`src/rtl/ds1302_cmd_arbiter_pkg.sv`:
```
// Shared definitions for blocks that drive the ds1302_module command port:
// one-hot command codes, arbiter FSM encoding and counter widths.
package ds1302_cmd_arbiter_pkg;

    // One-hot command codes understood by ds1302_module
    localparam logic [7:0] WR_UNPROTECT = 8'h80;
    localparam logic [7:0] WR_HOUR      = 8'h40;
    localparam logic [7:0] WR_MIN       = 8'h20;
    localparam logic [7:0] WR_SEC       = 8'h10;
    localparam logic [7:0] WR_PROTECT   = 8'h08;
    localparam logic [7:0] RD_HOUR      = 8'h04;
    localparam logic [7:0] RD_MIN       = 8'h02;
    localparam logic [7:0] RD_SEC       = 8'h01;

    // Counter widths for the command arbiter
    localparam int CMD_W = 8;
    localparam int TO_W  = 24;
    localparam int GAP_W = 4;

    // Arbiter FSM encoding
    typedef enum logic [1:0] {
        ST_IDLE  = 2'd0,
        ST_ISSUE = 2'd1,
        ST_GAP   = 2'd2
    } arb_state_t;

    // A command is legal only if it is exactly one of the eight known codes,
    // which for an 8-bit one-hot space is the same as "exactly one bit set".
    function automatic logic cmd_is_legal(input logic [CMD_W-1:0] cmd);
        case (cmd)
            WR_UNPROTECT, WR_HOUR, WR_MIN, WR_SEC,
            WR_PROTECT, RD_HOUR, RD_MIN, RD_SEC: return 1'b1;
            default:                             return 1'b0;
        endcase
    endfunction

endpackage

```
`src/rtl/ds1302_cmd_arbiter_rr.sv`:
```
// Combinational round-robin picker: starting one past the pointer and
// wrapping modulo NUM_REQ, returns the first asserted request.
module rr_arbiter #(
    parameter  int NUM_REQ = 2,
    localparam int IDX_W   = (NUM_REQ > 1) ? $clog2(NUM_REQ) : 1
) (
    input  logic [NUM_REQ-1:0] req,
    input  logic [IDX_W-1:0]   ptr,
    output logic [IDX_W-1:0]   gnt,
    output logic               valid
);

    // Candidate index, one bit wider so ptr + offset cannot overflow before wrap
    logic [IDX_W:0] cand;

    // Walk the requesters in rotating priority order and keep the first hit
    always_comb begin
        // NOTE: every output and temporary gets a default first so no path
        // through the loop leaves a value unassigned (that would infer a latch).
        gnt   = '0;
        valid = 1'b0;
        cand  = '0;
        for (int i = 1; i <= NUM_REQ; i++) begin
            // NOTE: blocking assignments here model a chain of combinational
            // updates; each iteration sees the value the previous one wrote.
            cand = {1'b0, ptr} + (IDX_W+1)'(i);
            if (cand >= (IDX_W+1)'(NUM_REQ)) begin
                cand = cand - (IDX_W+1)'(NUM_REQ);
            end
            if (!valid && req[cand[IDX_W-1:0]]) begin
                valid = 1'b1;
                gnt   = cand[IDX_W-1:0];
            end
        end
    end

endmodule

```
`src/rtl/ds1302_cmd_arbiter.sv`:
```
// Shares one ds1302_module command port between NUM_REQ requesters.
// Round-robin grant, command held until cmd_done_i or timeout, then a
// fixed cmd-low gap so ds1302_module can settle before the next command.
module ds1302_cmd_arbiter
    import ds1302_cmd_arbiter_pkg::*;
#(
    parameter  int                NUM_REQ     = 2,
    parameter  logic [TO_W-1:0]   TIMEOUT_CYC = 24'd2_000_000,
    parameter  logic [GAP_W-1:0]  GAP_CYC     = 4'd2,
    localparam int                IDX_W       = (NUM_REQ > 1) ? $clog2(NUM_REQ) : 1
) (
    input  logic                       clk,
    input  logic                       rst,
    input  logic [NUM_REQ-1:0]         req_i,
    input  logic [CMD_W*NUM_REQ-1:0]   req_cmd_i,
    output logic [NUM_REQ-1:0]         done_o,
    output logic [NUM_REQ-1:0]         err_o,
    output logic [CMD_W-1:0]           rdata_o,
    output logic                       busy_o,
    output logic [CMD_W-1:0]           cmd_o,
    input  logic                       cmd_done_i,
    input  logic [CMD_W-1:0]           read_data_i
);

    arb_state_t        state;
    logic [IDX_W-1:0]  rr_q;      // last granted requester
    logic [IDX_W-1:0]  gnt_q;     // requester owning the current transaction
    logic [TO_W-1:0]   to_cnt;    // cycles spent in ISSUE
    logic [GAP_W-1:0]  gap_cnt;   // cycles spent in GAP

    logic [IDX_W-1:0]  arb_gnt;
    logic              arb_valid;
    logic [CMD_W-1:0]  cmd_slice [NUM_REQ];
    logic [CMD_W-1:0]  sel_cmd;

    // Unpack the flat command bus so a requester index selects its byte
    for (genvar k = 0; k < NUM_REQ; k++) begin : g_slice
        assign cmd_slice[k] = req_cmd_i[CMD_W*k +: CMD_W];
    end

    assign sel_cmd = cmd_slice[arb_gnt];

    rr_arbiter #(
        .NUM_REQ (NUM_REQ)
    ) u_rr (
        .req   (req_i),
        .ptr   (rr_q),
        .gnt   (arb_gnt),
        .valid (arb_valid)
    );

    // One-hot requester mask for the done/err pulses
    function automatic logic [NUM_REQ-1:0] req_mask(input logic [IDX_W-1:0] idx);
        req_mask      = '0;
        req_mask[idx] = 1'b1;
    endfunction

    // Arbiter FSM with registered outputs: grant, hold command, then gap
    always_ff @(posedge clk) begin
        if (rst) begin
            state   <= ST_IDLE;
            rr_q    <= IDX_W'(NUM_REQ - 1);
            gnt_q   <= '0;
            to_cnt  <= '0;
            gap_cnt <= '0;
            cmd_o   <= '0;
            done_o  <= '0;
            err_o   <= '0;
            rdata_o <= '0;
            busy_o  <= 1'b0;
        end else begin
            // NOTE: non-blocking assignments so every register in this block
            // samples pre-edge values regardless of statement order.
            // done/err are single-cycle pulses; they fall unless set below.
            done_o <= '0;
            err_o  <= '0;

            case (state)
                ST_IDLE: begin
                    if (arb_valid) begin
                        gnt_q  <= arb_gnt;
                        rr_q   <= arb_gnt;
                        busy_o <= 1'b1;
                        if (cmd_is_legal(sel_cmd)) begin
                            cmd_o  <= sel_cmd;
                            to_cnt <= '0;
                            state  <= ST_ISSUE;
                        end else begin
                            // Malformed command: report at once, never drive it
                            done_o  <= req_mask(arb_gnt);
                            err_o   <= req_mask(arb_gnt);
                            gap_cnt <= '0;
                            state   <= ST_GAP;
                        end
                    end
                end

                ST_ISSUE: begin
                    if (cmd_done_i) begin
                        // Completion beats a coincident timeout
                        rdata_o <= read_data_i;
                        done_o  <= req_mask(gnt_q);
                        cmd_o   <= '0;
                        to_cnt  <= '0;
                        gap_cnt <= '0;
                        state   <= ST_GAP;
                    end else if (to_cnt == TIMEOUT_CYC - TO_W'(1)) begin
                        done_o  <= req_mask(gnt_q);
                        err_o   <= req_mask(gnt_q);
                        cmd_o   <= '0;
                        to_cnt  <= '0;
                        gap_cnt <= '0;
                        state   <= ST_GAP;
                    end else begin
                        to_cnt <= to_cnt + TO_W'(1);
                    end
                end

                ST_GAP: begin
                    // cmd_done_i is deliberately ignored here (stale pulse)
                    if (gap_cnt == GAP_CYC - GAP_W'(1)) begin
                        gap_cnt <= '0;
                        busy_o  <= 1'b0;
                        state   <= ST_IDLE;
                    end else begin
                        gap_cnt <= gap_cnt + GAP_W'(1);
                    end
                end

                default: begin
                    cmd_o  <= '0;
                    busy_o <= 1'b0;
                    state  <= ST_IDLE;
                end
            endcase
        end
    end

endmodule

```
`config.mk`:
```
export PLATFORM = sky130hd
export DESIGN_NAME = ds1302_cmd_arbiter
export DESIGN_NICKNAME = d
export VERILOG_FILES = /design/src/rtl/ds1302_cmd_arbiter_pkg.sv /design/src/rtl/ds1302_cmd_arbiter_rr.sv /design/src/rtl/ds1302_cmd_arbiter.sv
export SDC_FILE = /design/constraint.sdc
export NUM_CORES = 1
export LEC_CHECK = 0
export CAP_MARGIN = 20
export CORE_AREA = 3 3 60 117
export DETAILED_ROUTE_END_ITERATION = 12
export DIE_AREA = 0 0 63 120
export PLACE_DENSITY = 0.74
export SYNTH_ARGS = -nofsm -noshare
export SYNTH_HDL_FRONTEND = slang
export SYNTH_SLANG_ARGS = --single-unit
export TNS_END_PERCENT = 1
```
`constraint.sdc`:
```
create_clock -name clk -period 2.1 [get_ports clk]
set_input_delay 0.42 -clock clk [delete_from_list [all_inputs] [get_ports clk]]
set_output_delay 0.42 -clock clk [all_outputs]
set_load 0.1 [all_outputs]
```
==> results.md <==
* Storage element area at 1060 um2
* Crit path kind: reg2reg
* Worst EP arrival at 2.64 ns
* Internal Power at 1.80 mW
* ANT cells at 0
* Synth cell types at 47
* Setup crit start kind: register
* Crit path capture: to_cnt[16]
* 1st-pass router iterations at 4
* Pleak at ~1.8 nW
* Multiplexer area fraction after synthesis at 4.13%
* Syn Inst Count at roughly 360
* Relative slew slack at between 60% and 70%
* Syn avg cell area at 8.21 um2
* RSZ-0062 raised after global routing: true
* Die Ht at between 100 and 150 um
* Die ar. at between 7000 and 8000 um2
* Worst hold path type: reg2reg
* DRT antenna net count at 0
* Share of power burned in registers at roughly 40%
* Final hold vios at 0
* PnR worst setup slack at -0.344 ns
* Worst EP required at 2.30 ns
* Post-synthesis cell area at 2940 um2
* Worst-margin pin slew at between 0.4 and 0.5 ns
* FF+latch count, synth at 53
* Seq/Total Area, Yosys at 36.1%
* TNS Setup at -9.17 ns
* Routing usage on met3 at between 3 and 4%
* Max Cap Violations at 0
* I/O Pins at 50
* Peak VDD IR at 0.542 mV
* Simple-gate portion of the synthesized area at ~24%
* FMAX at a little over 400 MHz
* First-pass GRT wire length at 15,400 um
* Via/cell ratio at roughly 5.7
* CTS tree: built
* Adder-cell share of the synthesized area at 2.89%
* # placed instances at approximately 560
* Commonest non-fill, non-tap cells in the layout: buf_4, dfxtp_1, nand2_1
* Largest net degree at the start of global routing at 27
* GRT Total Usage at approximately a quarter
* Area post-placement at approximately 4100 um2
* Fin crit period at ~2.4 ns
* Largest family of logic cells by synthesized area: compound AO/OA/AOI/OAI gates
* Status: finished with violations
* Post-DP HPWL at between 6000 and 7000 um
* Clock sink total at 53
* Die X at 63 um
* Final non-filler cell total at 574
* Clock-pin slew on the worst setup and hold paths at roughly 0.070 ns
* # port buffers at 49
* Worst slack, placed at -0.795 ns
* Final Net Count at approximately 520
* Fin area at 4530 um2
* Synth Area in XOR/XNOR at less than 1%
* # setup viols final at 37
* GR Util met1 at 23.8%
* Grt ovf at 0
* Sw power at about 860 uW
* Peak fanout along the critical path at 11
* Vias at ~3,300
* DRT iter0 DRCs at around 140
* Failing checks: negative setup slack
* Net count after synthesis at ~390
* Worst setup EP type: register
* Synth warn at 0
* Critical Path Source: rr_q
* Initial antenna violation count at 0
* Worst reg2reg path depth at 10
* Busiest layer in global routing: met2
* Top_reg_cell synth: dfxtp_1
* Number of global-route vias before repair at around 3,400
* Flop2flop setup slack at -0.34 ns
* Max clock buf depth at 2
* Drt wl/cell at 16.4 um
* Crit Reg-Reg Endpoint: to_cnt[16]
* Synth Area in Compound Gates at between 20 and 30%
* Area of the multi-input gates at about 2000 um2
* Filler cells at 494
* Asr flop ratio synth at 0%
* Placer congestion estimate at ~0.87
* Detailed-route DRC error count at 0
* Worst Clk Skew at roughly 0.0072 ns
* Row count at a little over 40
* PwrDens at 588 nW/um2
* H-tree depth at 2
* Most common cell after layout, fill and taps aside: buf_4
* Tcrit/Tclk final at 116%
* Layout area overhead at 54.1%
* Clock share of power at between 30% and 40%
* Reg2reg start: rr_q
* Total wire length at between 9000 and 10,000 um
* Comb pwr share at 28.9%
* Sw frac at 32.4%
* Share of layout cells above drive strength 1 at 35.9%
* Slew Viols, Final at 0
* CTS root buffer: clkbuf_16
* Core area at about 6300 um2
* Met2 usage at around 50%
* Initial Utilization at 46.6%
* Cts bufs inserted at 5
* Clock Latency Late Sink at 0.30 ns
* EDFF count, synth at 0
==> critical path, cell delays in order (launching register included) <==
cell and delay (ns):
dfxtp_2 0.34, a21boi_4 0.21, buf_4 0.17, mux2i_4 0.24
nand4_1 0.22, a21boi_4 0.23, buf_6 0.12, o21ai_4 0.06
a211o_4 0.38, buf_12 0.17, o41ai_2 0.20
==> sequential cells by signal, indices dropped and copies added, names as in the netlist <==
register,cells
rr_q,1
done_o,2
rdata_o,8
gnt_q,1
gap_cnt,4
to_cnt,24
state,2
err_o,2
busy_o,1
cmd_o,8
==> layout make-up <==
type,count,area share [%]
multi-input combinational,274,43.3
timing repair buffer,142,26.7
sequential,53,23.5
clock buffer,6,2.85
tap,86,2.38
inverter,11,0.912
clock inverter,2,0.304
==> layer usage <==
metal | share of wire, % | wire [um] | up-vias
li1 | - | - | 1603
met1 | 36 | 3360 | 1577
met2 | 58 | 5430 | 81
met3 | 2.7 | 255 | 28
met4 | 3.9 | 364 | 0
met5 | 0 | 0 | -
==> cell families after synthesis <==
group	count (synthesis)
simple gates	147
mux	12
buf+inv	31
compound gates	106
flops	53
xor+xnor	2
fa+ha+maj	7
==> cell usage after synthesis, drive strengths merged, types with 2 or more instances <==
master	n	share of area, %
o22a	8	2.4
o21ai	17	3.0
a211oi	2	0.51
a31oi	7	1.5
a21oi	18	3.1
a21boi	2	1.3
o41ai	2	0.60
dfxtp	53	36
clkbuf	14	1.8
nor4	4	0.85
inv	11	1.4
mux2i	11	3.7
nand4	8	1.7
nor2	32	4.1
nor4b	4	1.2
nand2b	3	0.64
and4	3	0.89
buf	6	1.1
nand2	40	5.1
nor2b	6	1.3
nand3	22	3.7
nor3	11	1.9
or2	2	0.43
a32o	2	0.68
o31ai	18	6.2
o211ai	22	5.6
or4	2	0.51
o32ai	3	0.89
and3	3	0.64
or3	5	1.1
xor2	2	0.60
ha	6	2.6
==> worst min-delay path by stage <==
| stage | from | to | slack [ns] | cells past startpoint |
|---|---|---|---|---|
| 2_1_floorplan | to_cnt[20] | to_cnt[20] | 0.46 | 1 |
| 3_3_place_gp | rdata_o[7] | rdata_o[7] | 0.44 | 2 |
| 3_5_place_dp | rdata_o[7] | rdata_o[7] | 0.45 | 2 |
| 4_1_cts | rdata_o[7] | rdata_o[7] | 0.46 | 2 |
| 5_1_grt | rdata_o[0] | rdata_o[0] | 0.48 | 2 |
| 6_report | rdata_o[1] | rdata_o[1] | 0.46 | 2 |
==> power groups by stage <==
stage,Clock [mW],Sequential [mW],Combinational [mW]
detailed placement,0,1.09,0.692
CTS,0.833,1.06,0.733
global route,0.868,1.07,0.813
global placement,0,1.09,0.679
floorplan,0,1.21,0.273
finish,0.828,1.07,0.769
==> metrics by stage <==
step / util (%) / power, mW / hold WS [ns]
after floorplan: - / 1.49 / 0.456
after global placement: 64.7 / 1.77 / 0.443
after detailed placement: 64.7 / 1.78 / 0.450
after CTS: 70.2 / 2.63 / 0.459
after global routing: 71.8 / 2.75 / 0.483
final: 71.8 / 2.66 / 0.459
==> repair_timing <==
item                                    CTS  global route
gates cloned                              1             0
endpoints found under the setup margin   42            40
pin swaps                                34            13
hold buffers                              0             0
gates resized for setup                  63            26
setup buffers                             9             3
(Power assumes the default switching activity.)
